`config.mk`:
```
export PLATFORM = sky130hd
export DESIGN_NAME = imem_fetch_arbiter
export DESIGN_NICKNAME = d
export VERILOG_FILES = /design/src/rtl/imem_arb_pkg.sv /design/src/rtl/imem_fetch_arbiter_rr_picker.sv /design/src/rtl/imem_fetch_arbiter.sv
export SDC_FILE = /design/constraint.sdc
export NUM_CORES = 1
export LEC_CHECK = 0
export BUFFER_PORTS_ARGS = -buffer_cell sky130_fd_sc_hd__buf_2
export CORE_UTILIZATION = 28
export DETAILED_ROUTE_END_ITERATION = 7
export PLACE_DENSITY = 0.56
export SLEW_MARGIN = 20
export SYNTH_ARGS = -nofsm -noshare
export SYNTH_HDL_FRONTEND = slang
export SYNTH_SLANG_ARGS = --single-unit
```
`constraint.sdc`:
```
create_clock -name clk -period 5.7 [get_ports clk]
set_input_delay 0.57 -clock clk [delete_from_list [all_inputs] [get_ports clk]]
set_output_delay 0.57 -clock clk [all_outputs]
set_load 0.1 [all_outputs]
```
`src/rtl/imem_arb_pkg.sv`:
```
// Shared constants, response type and fault rule for the instruction-fetch arbiter.
// Fault = misaligned byte address or word index beyond the end of instruction memory.
package imem_arb_pkg;

  localparam int IMEM_ADDR_W = 32;
  localparam int IMEM_DATA_W = 32;
  localparam int IMEM_DEPTH  = 64;
  localparam int ARB_N_REQ   = 4;

  typedef struct packed {
    logic                   valid;
    logic                   err;
    logic [IMEM_DATA_W-1:0] data;
  } imem_resp_t;

  // Address is widened to 64 bits so one function serves any ADDR_W up to 64.
  function automatic logic is_fault(input logic [63:0] addr, input int unsigned depth);
    return (addr[1:0] != 2'b00) || (addr[63:2] >= 62'(depth));
  endfunction

endpackage

```
`src/rtl/imem_fetch_arbiter_rr_picker.sv`:
```
// Round-robin picker: first eligible index at or after ptr, wrapping; purely combinational.
// Zero latency; an empty eligible set yields no grant and index 0.
module rr_picker #(
  parameter int N  = 4,
  parameter int IW = $clog2(N)
) (
  input  logic [N-1:0]  i_elig,
  input  logic [IW-1:0] i_ptr,
  output logic [N-1:0]  o_grant,
  output logic [IW-1:0] o_idx,
  output logic          o_any
);

  logic [IW-1:0] w_cand;

  // Scan from the farthest offset down so the closest eligible index to ptr wins.
  always_comb begin
    w_cand = '0;
    o_idx  = '0;
    o_any  = 1'b0;
    for (int k = N - 1; k >= 0; k--) begin
      w_cand = IW'((int'(i_ptr) + k) % N);
      if (i_elig[w_cand]) begin
        o_idx = w_cand;
        o_any = 1'b1;
      end
    end
  end

  always_comb begin
    o_grant = '0;
    if (o_any) o_grant[o_idx] = 1'b1;
  end

endmodule

```
`src/rtl/imem_fetch_arbiter.sv`:
```
// Round-robin sharing of a combinational-read instruction memory; one fetch per cycle,
// response held in a per-requester slot from the next cycle until consumed or flushed.
module imem_fetch_arbiter
  import imem_arb_pkg::*;
#(
  parameter int N_REQ     = ARB_N_REQ,
  parameter int ADDR_W    = IMEM_ADDR_W,
  parameter int DATA_W    = IMEM_DATA_W,
  parameter int MEM_DEPTH = IMEM_DEPTH
) (
  input  logic                       clk,
  input  logic                       rst_n,
  input  logic [N_REQ-1:0]           req_valid,
  input  logic [N_REQ*ADDR_W-1:0]    req_addr,
  output logic [N_REQ-1:0]           req_ready,
  output logic [N_REQ-1:0]           resp_valid,
  output logic [N_REQ*DATA_W-1:0]    resp_data,
  output logic [N_REQ-1:0]           resp_err,
  input  logic [N_REQ-1:0]           resp_ready,
  input  logic [N_REQ-1:0]           flush,
  output logic [ADDR_W-1:0]          mem_addr,
  input  logic [DATA_W-1:0]          mem_rd,
  output logic [$clog2(N_REQ)-1:0]   grant_id
);

  localparam int IW = $clog2(N_REQ);

  logic [N_REQ-1:0]  r_valid;
  logic [N_REQ-1:0]  r_err;
  logic [DATA_W-1:0] r_data [N_REQ];
  logic [IW-1:0]     r_ptr;

  logic [N_REQ-1:0]  w_free;
  logic [N_REQ-1:0]  w_elig;
  logic [N_REQ-1:0]  w_grant;
  logic [IW-1:0]     w_idx;
  logic              w_any;
  logic [ADDR_W-1:0] w_addr;
  logic              w_fault;

  // A slot is reusable this cycle if empty or being drained; reset holds every grant off.
  assign w_free = ~r_valid | resp_ready;
  assign w_elig = req_valid & w_free & ~flush & {N_REQ{rst_n}};

  rr_picker #(.N(N_REQ), .IW(IW)) u_picker (
    .i_elig  (w_elig),
    .i_ptr   (r_ptr),
    .o_grant (w_grant),
    .o_idx   (w_idx),
    .o_any   (w_any)
  );

  always_comb begin
    w_addr = '0;
    for (int i = 0; i < N_REQ; i++) begin
      if (w_grant[i]) w_addr = req_addr[i*ADDR_W +: ADDR_W];
    end
  end

  assign w_fault = is_fault(64'(w_addr), MEM_DEPTH);

  always_ff @(posedge clk or negedge rst_n) begin
    if (!rst_n) begin
      r_valid <= '0;
      r_err   <= '0;
      for (int i = 0; i < N_REQ; i++) r_data[i] <= '0;
    end else begin
      for (int i = 0; i < N_REQ; i++) begin
        // Flush wins over everything; grant is already masked by it.
        if (flush[i]) begin
          r_valid[i] <= 1'b0;
          r_err[i]   <= 1'b0;
        end else if (w_grant[i]) begin
          r_valid[i] <= 1'b1;
          r_err[i]   <= w_fault;
          r_data[i]  <= w_fault ? '0 : mem_rd;
        end else if (resp_ready[i]) begin
          r_valid[i] <= 1'b0;
          r_err[i]   <= 1'b0;
        end
      end
    end
  end

  always_ff @(posedge clk or negedge rst_n) begin
    if (!rst_n) begin
      r_ptr <= '0;
    end else if (w_any) begin
      r_ptr <= (w_idx == IW'(N_REQ - 1)) ? '0 : w_idx + 1'b1;
    end
  end

  assign req_ready  = w_grant;
  assign grant_id   = w_idx;
  assign mem_addr   = w_addr;
  assign resp_valid = r_valid;
  assign resp_err   = r_err;

  for (genvar g = 0; g < N_REQ; g++) begin : g_resp
    assign resp_data[g*DATA_W +: DATA_W] = r_data[g];
  end

endmodule

```
---- Yosys cells after proc, flatten, opt, wreduce, memory -nomap -nowiden ----
Index checks and enable logic that the tools add are counted.
storage, ports and cells
  register bits after elaboration ......... 138
  latch bits .............................. 0
  memory bits (writable) .................. 0
  bits in read-only memories .............. 0
  output and inout bits ................... 174
  logic and storage cells ................. 91
  memories kept ........................... 0
cells by class
  add/subtract/negate cells ............... 4
  $mul .................................... 0
  div/mod/pow operators ................... 0
  order comparisons ....................... 7
  equality and inequality tests ........... 1
  shift-type cells ........................ 0
  muxes and demuxes ....................... 45
  bitwise operators ....................... 10
  reductions and logical operators ........ 11
operator list
  cell                   count
  $mux W32               5
  $ge A30 B7 Y1 const B  1
  $mux W1                29
  $lt A2 B3 Y1 const B   5
  $and A4 B4 Y4          3
  $reduce_bool A3 Y1     4
  $mux W2                5
  $bmux W1 S2            4
  $not A4 Y4             2
  $reduce_and A2 Y1      4
  $add A2 B1 Y2 const B  2
  $add A2 B2 Y2 const B  2
  $mux W4                1
  $not A1 Y1             4
  $or A4 B4 Y4           1
  $demux W1 S2           1
  $eq A2 B2 Y1 const B   1
  $ge A2 B1 Y1 const B   1
  $reduce_bool A2 Y1     1
  $logic_and A1 B1 Y1    1
  $logic_or A1 B1 Y1     1

---- Longest topological paths before layout ----
Gate-level depths: netlist of run 1.
  depth in word-level cells ............... 24
  depth in mapped cells ................... 19

---- Hierarchy ----
Synthesis of run 1 repeated with hierarchy kept, for this count alone.
second synthesis, totals
  cell total of the unflattened synthesis .. 802
  area, all modules ....................... 6767.7 µm²
by module, submodules not included
  module              instances  cells an instance  area each (µm²)  seq. area each (µm²)
  imem_fetch_arbiter  1          774                6591.3           3453.3
  rr_picker           1          28                 176.4            0.0

---- Worst setup path after synthesis of run 1 ----
Ideal clock, no wire load.
  path kind ............................... reg-to-output
  from .................................... reg r_valid[3], in the netlist resp_valid[3]
  to ...................................... out mem_addr[12]
  arrival ................................. 8.093 ns
  required time ........................... 5.130 ns
  slack ................................... -2.963 ns
  stages on the path, launching flop included .. 14
  path buffers ............................ 5
  cells stage by stage .................... dfrtp_1 nand2b_4 and4b_1 buf_6 o221ai_1 o21ai_0 o21ai_0 inv_1 ha_1 buf_2 buf_2 buf_1 clkbuf_1 a2111oi_0
on the way
  longest elaborated chain between the ends .. 20
  elaborated cells on any way between the ends .. 31
  classes of those cells .................. 2 x order compare; 23 x mux; 5 x bitwise; 1 x reduce/logical
ends and longest elaborated chain
  what                                                                       line                                text
  start, declared                                                            imem_fetch_arbiter.sv:28            logic [N_REQ-1:0] r_valid;
  start signal, assigned                                                     imem_fetch_arbiter.sv:64            r_valid <= '0;
  start signal, assigned by index                                            imem_fetch_arbiter.sv:71            r_valid[i] <= 1'b0;
  start signal, assigned by index                                            imem_fetch_arbiter.sv:74            r_valid[i] <= 1'b1;
  $not A4 Y4 (*)                                                             imem_fetch_arbiter.sv:42            assign w_free = ~r_valid | resp_ready;
  $or A4 B4 Y4 (*)                                                           imem_fetch_arbiter.sv:42
  $and A4 B4 Y4 (*) (3 in series)                                            imem_fetch_arbiter.sv:43            assign w_elig = req_valid & w_free & ~flush & {N_REQ{rst_n}};
  $bmux W1 S2                                                                imem_fetch_arbiter_rr_picker.sv:23  if (i_elig[w_cand]) begin
  $mux W1 (implied by the code)                                              imem_fetch_arbiter_rr_picker.sv:23
  $mux W2 (3 in series)                                                      imem_fetch_arbiter_rr_picker.sv:23
  $mux W2 (*)                                                                imem_fetch_arbiter_rr_picker.sv:23
  net grant_id[0]                                                            imem_fetch_arbiter.sv:23            output logic [$clog2(N_REQ)-1:0] grant_id
  $lt A2 B3 Y1 (implied by the code) / $ge A2 B1 Y1 (equally long branches)  imem_fetch_arbiter_rr_picker.sv:32  if (o_any) o_grant[o_idx] = 1'b1;
  $logic_and A1 B1 Y1 (implied by the code)                                  imem_fetch_arbiter_rr_picker.sv:32
  $mux W1 (implied by the code)                                              imem_fetch_arbiter_rr_picker.sv:32
  $demux W1 S2 (*)                                                           -
  $mux W4 (*)                                                                imem_fetch_arbiter_rr_picker.sv:32
  $mux W32 (3 in series)                                                     imem_fetch_arbiter.sv:56            if (w_grant[i]) w_addr = req_addr[i*ADDR_W +: ADDR_W];
  $mux W32 (*)                                                               imem_fetch_arbiter.sv:56
  end, declared                                                              imem_fetch_arbiter.sv:21            output logic [ADDR_W-1:0] mem_addr,
Mark *: on every way through the listed nets, which the timed path passes. The rest lies on a longest branch. The select of a mux whose other input is x is not followed.

---- Worst setup path after layout of run 1 ----
  from .................................... in rst_n
  to ...................................... out mem_addr[28]
on the way
  longest elaborated chain between the ends .. 16
  elaborated cells on any way between the ends .. 27
  classes of those cells .................. 2 x order compare; 23 x mux; 1 x bitwise; 1 x reduce/logical
ends and longest elaborated chain
  what                                                                       line                                text
  start, declared                                                            imem_fetch_arbiter.sv:12            input logic rst_n,
  $and A4 B4 Y4 (*)                                                          imem_fetch_arbiter.sv:43
  $bmux W1 S2                                                                imem_fetch_arbiter_rr_picker.sv:23
  $mux W1 (implied by the code)                                              imem_fetch_arbiter_rr_picker.sv:23
  $mux W2 (4 in series)                                                      imem_fetch_arbiter_rr_picker.sv:23
  $lt A2 B3 Y1 (implied by the code) / $ge A2 B1 Y1 (equally long branches)  imem_fetch_arbiter_rr_picker.sv:32
  $logic_and A1 B1 Y1 (implied by the code)                                  imem_fetch_arbiter_rr_picker.sv:32
  $mux W1 (implied by the code)                                              imem_fetch_arbiter_rr_picker.sv:32
  $demux W1 S2                                                               -
  $mux W4 (*)                                                                imem_fetch_arbiter_rr_picker.sv:32
  $mux W32 (3 in series)                                                     imem_fetch_arbiter.sv:56
  $mux W32 (*)                                                               imem_fetch_arbiter.sv:56
Every way passes the cells marked *; elsewhere a longest branch is shown, timed or not. The select of a mux whose other input is x is not followed.

==> reports/results.ini, run 1 <==
[synthesis]
avgSynthCellArea_um2 = 9.078
syn_inst = 784
synth_top_family_by_area = compound AO/OA/AOI/OAI gates
synth-edff-count = 0
synthMuxAreaShare_pct = 0.7032
synth-compound-area-share_pct = 22.45
synth-xor-area-share_pct = 0
yosys.area_share.adder_pct = 0.7032
yosysWarnings = 0
syn_area_um2 = 7117
ys_types = 52
ys_async_sr_fraction_pct = 100.0
synthSimpleGateAreaFrac_pct = 20.08
ys_ff_latch = 138
synth_ff_type = dfrtp_1
yosysSeqAreaShare_pct = 48.52
synthesis.nets = 962

[global_routing]
grt.overflow.total = 0
met3_usage_pct = 4.160
grtUsageMet1_pct = 28.15
grt_use_total_pct = 20.89
grt_first_pass_wirelength_mm = 41.52
gr-usage-met2_pct = 34.29
grt_start_max_net_pins = 72
antenna_found_initial = 0
first_global_vias = 7189
top_usage_layer = met2

[sta]
hold_viol_final = 0
final.setup.tns_ns = 0
finClkSkew_ns = 0.008178
rsz0062_at_grt = false
fin_crit_ns = 5.358
fmax_mhz = 186.6
period_share_pct = 94.00
holdWs_ns = 0.3696
slew_headroom_pct = 38.36
slew_viol_final = 0
worstMarginPinSlew_ns = 0.9246
finalSetupViolCount = 0

[cells_and_area]
area_delta_synth_final_pct = 39.28
final_nets = 1290
final_util_pct = 40.28
drive_gt1_share_pct = 40.71
antenna_cells = 0
final_area_um2 = 9912

[floorplan]
die_w_um = 161.4
coreArea_um2 = 24600
dieArea_um2 = 26060
initial_core_util_pct = 28.92
io_pins = 348
num_rows = 57
dieHeight_um = 161.4

[setup_path]
reg2regPathDepth = 14
critPathLaunchType = primary input
critPathArrivalTime_ns = 4.79
cpPeakStageDelay_ns = 0.76
rrSetupSlack_ns = 0.93
worstSetupPathDepth = 14
required_ns = 5.13
critPathBufInv = 5
critPathCaptureType = primary output
path_cells = dlygate4sd3_1 -> buf_6 -> and4b_1 -> a21o_1 -> a21oi_1 -> o22a_2 -> inv_1 -> ha_1 -> buf_4 -> nor2b_1 -> a221oi_1 -> nor3_1 -> and2_1 -> buf_12
critical_path_class = in2out
crit_family = simple AND/OR/NAND/NOR gates
cp_max_fo = 21
cpMaxStageDelayCell = nor2b_1

[drt]
routed_wl_mm = 27.15
num_vias = 7139
drt_first_pass_iters = 4
avgViaCountPerCell = 4.927
antenna_left = 0
drt_drc_violations_left = 0
wire_per_inst_um = 18.74
drt-initial-drc-count = 398

[clocking]
cts.sinks = 138
cts_root_buf = clkbuf_16
clk_latency_ns = 0.42
h-tree-depth = 4
cts_inserted_buffers = 17
cts_resized = 0
clk_pin_slew_ns = 0.06
cts_tree = yes
hold_buffers = 1
cts.path.max_buffers = 2
cts_setup_buffers = 0

[power_and_ir_drop]
power_mw = 2.885
power.density_nw_per_um2 = 291.1
leakagePower_nw = 5.284
ir_worst_vdd_mv = 0.1859

[run_status]
outcome = finished, final reports clean

[hold_path]
worstHoldPathCells = 2
hold_class = in2reg

[run]
drv_cap = 0

[placement]
dp_hpwl_mm = 19.74
gp_congestion = 0.9208
placedInstanceArea_um2 = 9315
port_buffers = 347

-- cells in the mapped netlist, drive strengths merged, types with 13 or more instances --
cell      n  area [um^2]
a21oi    37        185.2
a221oi   17        148.9
buf      31        236.5
clkbuf   25        93.84
dfrtp   138         3453
inv      55        206.5
nand2   150        563.0
nand3b   21        157.7
nor2     27        101.4
nor2b    17        106.4
nor3b    13        97.59
o21ai   140        794.5
-- flip-flops by register name, indices dropped and copies added, names as in the netlist --
signal / count
r_ptr: 2
resp_valid: 4
resp_err: 4
resp_data: 128
-- cells by family (layout without fill, tap and decap cells) --
group           after synthesis  count (layout)
fa+ha+maj                     4               4
buf+inv                     111             452
mux                           5               5
compound gates              245             245
flops                       138             138
simple gates                281             281
-- cell type report --
class / count / area (um^2)
clock inverters: 14 / 157.7
well taps: 324 / 405.4
multi-input cells: 535 / 3287
flip-flops and latches: 138 / 3456
fillers: 2557 / 14690
repair buffers: 365 / 1971
clock buffers: 18 / 429.2
inverters: 55 / 206.4
-- layer usage --
layer / wire, um / vias up / share of wire (%)
li1: - / 3413 / -
met1: 12360 / 3442 / 46
met5: 0 / - / 0
met4: 350 / 0 / 1.3
met3: 1518 / 21 / 5.6
met2: 12920 / 263 / 48
-- cell usage in the layout (no fill, tap or decap), drive strengths merged, types with 3 or more instances in the layout --
cell	Yosys	layout
a211o	4	4
nor3b	13	13
nand2	150	150
nand2b	5	5
nand4	5	5
clkbuf	25	18
mux2i	5	5
and2	4	4
a211oi	12	12
o41ai	5	5
ha	4	4
or4	5	5
and4b	5	5
inv	55	61
nor2b	17	17
nor4	4	4
nor3	9	9
nor2	27	27
dfrtp	138	138
clkinv	0	4
buf	31	364
a21oi	37	37
a32o	4	4
a221oi	17	17
and3	8	8
nand3b	21	21
a22o	3	3
o21ai	140	140
a2111oi	9	9
-- per-stage QoR --
stage / worst slack [ns] / cells
3_3_place_gp: 0.7739 / 1416
3_5_place_dp: 0.7518 / 1416
4_1_cts: 0.3535 / 1449
5_1_grt: 0.03189 / 1449
2_1_floorplan: -0.08223 / 784
6_report: 0.3420 / 1449
-- power breakdown --
group	total [mW]	switching, mW	internal, mW	leakage [nW]
Combinational	0.791	0.577	0.215	3.08
Clock	1.10	0.448	0.654	0.284
Sequential	0.993	0.00654	0.986	1.92
-- path summary, 6_finish.rpt --
path | from | end
min in group asynchronous | rst_n | r_ptr[1]$_DFFE_PN0N_
max in group asynchronous | rst_n | resp_data[0]$_DFFE_PN0P_
worst min-delay path | flush[3] | resp_valid[3]$_DFFE_PN0P_
worst max-delay path | rst_n | mem_addr[28]
worst max register to register | resp_valid[3]$_DFFE_PN0P_ | resp_data[97]$_DFFE_PN0P_
worst min register to register | resp_data[33]$_DFFE_PN0P_ | resp_data[33]$_DFFE_PN0P_
Power figures use the tool's default switching activity.
==> inputs of run 2 (changes only) <==
PLACE_DENSITY = 0.62   (was 0.56)
==> run 2 against run 1 <==
- sequential power is essentially flat
- register-to-register slack hardly changed
- clock-buffer cell count unchanged
- cell count about the same
- combinational power is 5.2% higher
- critical path depth shrank 2
- highest routed layer is now met5
==> reports/results.ini, run 2 (same netlist as run 1, synthesis figures left out) <==
[sta]
holdWs_ns = 0.3086  ; was 0.3696 ns
fmax_mhz = 189.2  ; was 186.6 MHz
hold_viol_final = 0  ; unchanged
worstMarginPinSlew_ns = 0.8954  ; was 0.9246 ns
rsz0062_at_grt = false  ; unchanged
slew_headroom_pct = 40.18  ; was 38.36%
slew_viol_final = 0  ; unchanged
fin_crit_ns = 5.284  ; was 5.358 ns
finalSetupViolCount = 0  ; unchanged
period_share_pct = 92.70  ; was 94.00%
finClkSkew_ns = 0.007222  ; was 0.008178 ns

[drt]
wl_met3_mm = 1.948  ; was 1.518 mm
num_vias = 7250  ; was 7139
top_layer = met5  ; was met4
routed_wl_mm = 26.83  ; was 27.15 mm
wire_per_inst_um = 18.53  ; was 18.74 um
drt_drc_violations_left = 0  ; unchanged
met1_length_mm = 11.83  ; was 12.36 mm
drt_first_pass_iters = 5  ; was 4
antenna_left = 0  ; unchanged
wl_met2_mm = 12.49  ; was 12.92 mm
avgViaCountPerCell = 5.007  ; was 4.927
drt-initial-drc-count = 547  ; was 398

[cells_and_area]
antenna_cells = 0  ; unchanged
final_cell_mix = 330 x buf_2, 150 x nand2_1, 136 x dfrtp_1, 96 x o21ai_1, 55 x inv_1  ; was 340 x buf_2, 150 x nand2_1, 136 x dfrtp_1, 96 x o21ai_1, 55 x inv_1
largest_reg_flops = 128  ; unchanged
final_area_um2 = 10080  ; was 9912 um^2
final_common_cell = buf_2  ; unchanged
final_nets = 1289  ; was 1290
drive_gt1_share_pct = 40.75  ; was 40.71%
area_delta_synth_final_pct = 41.68  ; was 39.28%

[setup_path]
critPathCaptureType = primary output  ; unchanged
reg2reg_to = resp_data[97]$_DFFE_PN0P_  ; unchanged
reg2regPathDepth = 14  ; unchanged
critPathArrivalTime_ns = 4.71  ; was 4.79 ns
critPathLaunchType = flop  ; was primary input
cp-startpoint = resp_valid[0]$_DFFE_PN0P_  ; was rst_n
rrSetupSlack_ns = 0.94  ; was 0.93 ns
crit_path_end = mem_addr[28]  ; unchanged
cp_max_fo = 13  ; was 21
r2r_start = resp_valid[0]$_DFFE_PN0P_  ; was resp_valid[3]$_DFFE_PN0P_
critical_path_class = reg2out  ; was in2out
required_ns = 5.13  ; about the same

[floorplan]
dieHeight_um = 161.4  ; unchanged
io_pins = 348  ; unchanged
dieArea_um2 = 26060  ; unchanged
num_rows = 57  ; unchanged
die_w_um = 161.4  ; unchanged
initial_core_util_pct = 28.92  ; unchanged
coreArea_um2 = 24600  ; unchanged

[clocking]
cts_inserted_buffers = 17  ; unchanged
clk_pin_slew_ns = 0.07  ; was 0.06 ns
h-tree-depth = 4  ; unchanged
clk_latency_ns = 0.41  ; was 0.42 ns
cts_setup_buffers = 0  ; unchanged
cts.sinks = 138  ; unchanged
cts_tree = yes  ; unchanged
cts_root_buf = clkbuf_16  ; unchanged
cts.path.max_buffers = 2  ; unchanged

[global_routing]
grt_start_max_net_pins = 123  ; was 72
grt_first_pass_wirelength_mm = 41.01  ; was 41.52 mm
grt.overflow.total = 0  ; unchanged
antenna_found_initial = 3  ; was 0
first_global_vias = 7141  ; was 7189
grt_use_total_pct = 20.48  ; was 20.89%

[placement]
placedInstanceArea_um2 = 9483  ; was 9315 um^2
dp_hpwl_mm = 19.44  ; was 19.74 mm
gp_congestion = 0.9584  ; was 0.9208
port_buffers = 347  ; unchanged

[hold_path]
hold_class = in2async  ; was in2reg

[run_status]
outcome = finished, final reports clean  ; unchanged

[power_and_ir_drop]
ir_worst_vdd_mv = 0.1515  ; was 0.1859 mV
leakagePower_nw = 5.320  ; was 5.284 nW
power.density_nw_per_um2 = 290.5  ; was 291.1 nW/um^2

[run]
drv_cap = 0  ; unchanged

run 2: critical path, stage by stage (launching register included):
cell      delay, ns
dfrtp_1        0.41
nand2b_4       0.10
and4b_1        0.44
a21o_1         0.18
a21oi_1        0.07
o22a_2         0.27
inv_1          0.09
ha_1           0.54
nor2b_1        0.79
a221oi_1       0.18
nor3_1         0.48
and2_1         0.28
buf_2          0.46
run 2: layout make-up:
| class | instances | area, um^2 |
|---|---|---|
| Multi-Input combinational cell | 535 | 3287 |
| Tap cell | 324 | 405.4 |
| Timing Repair Buffer | 364 | 2138 |
| Clock buffer | 18 | 439.2 |
| Fill cell | 2502 | 14520 |
| Inverter | 55 | 206.4 |
| Sequential cell | 138 | 3456 |
| Clock inverter | 14 | 151.4 |
run 2: worst min-delay path by stage:
stage | start | slack [ns] | endpoint
final | rst_n | 0.31 | resp_data[3]$_DFFE_PN0P_
after global routing | rst_n | 0.36 | resp_data[3]$_DFFE_PN0P_
after CTS | rst_n | 0.34 | resp_data[103]$_DFFE_PN0P_
after detailed placement | rst_n | 0.44 | resp_data[19]$_DFFE_PN0P_
after global placement | rst_n | 0.43 | resp_data[19]$_DFFE_PN0P_
after floorplan | rst_n | 0.27 | r_ptr[0]$_DFFE_PN0N_
run 2: where the power goes:
part	switching, mW	internal [mW]
Combinational	0.585	0.247
Sequential	0.00715	0.986
Clock	0.474	0.630
Total	1.07	1.86
run 2: per-layer routing:
layer / up-vias / global-route usage (%)
li1: 3410 / -
met1: 3492 / 26.57
met2: 298 / 33.21
met3: 44 / 5.624
met4: 6 / 6.003
met5: - / 0
run 2: metrics by stage:
step	total power, mW	util, %	setup WS [ns]	setup TNS [ns]	std cells
6_report	2.929	40.98	0.4159	0	1448
3_5_place_dp	1.837	38.54	0.6156	0	1415
3_3_place_gp	1.836	38.54	0.6900	0	1415
2_1_floorplan	1.568	-	-0.08223	-0.4112	784
4_1_cts	2.951	40.98	0.4947	0	1448
5_1_grt	3.035	40.98	0.2354	0	1448
run 2: timing repair:
item,CTS,global route
hold endpoints to repair,16,0
gates resized for setup,0,0
endpoints found under the setup margin,0,0
hold buffers,1,0
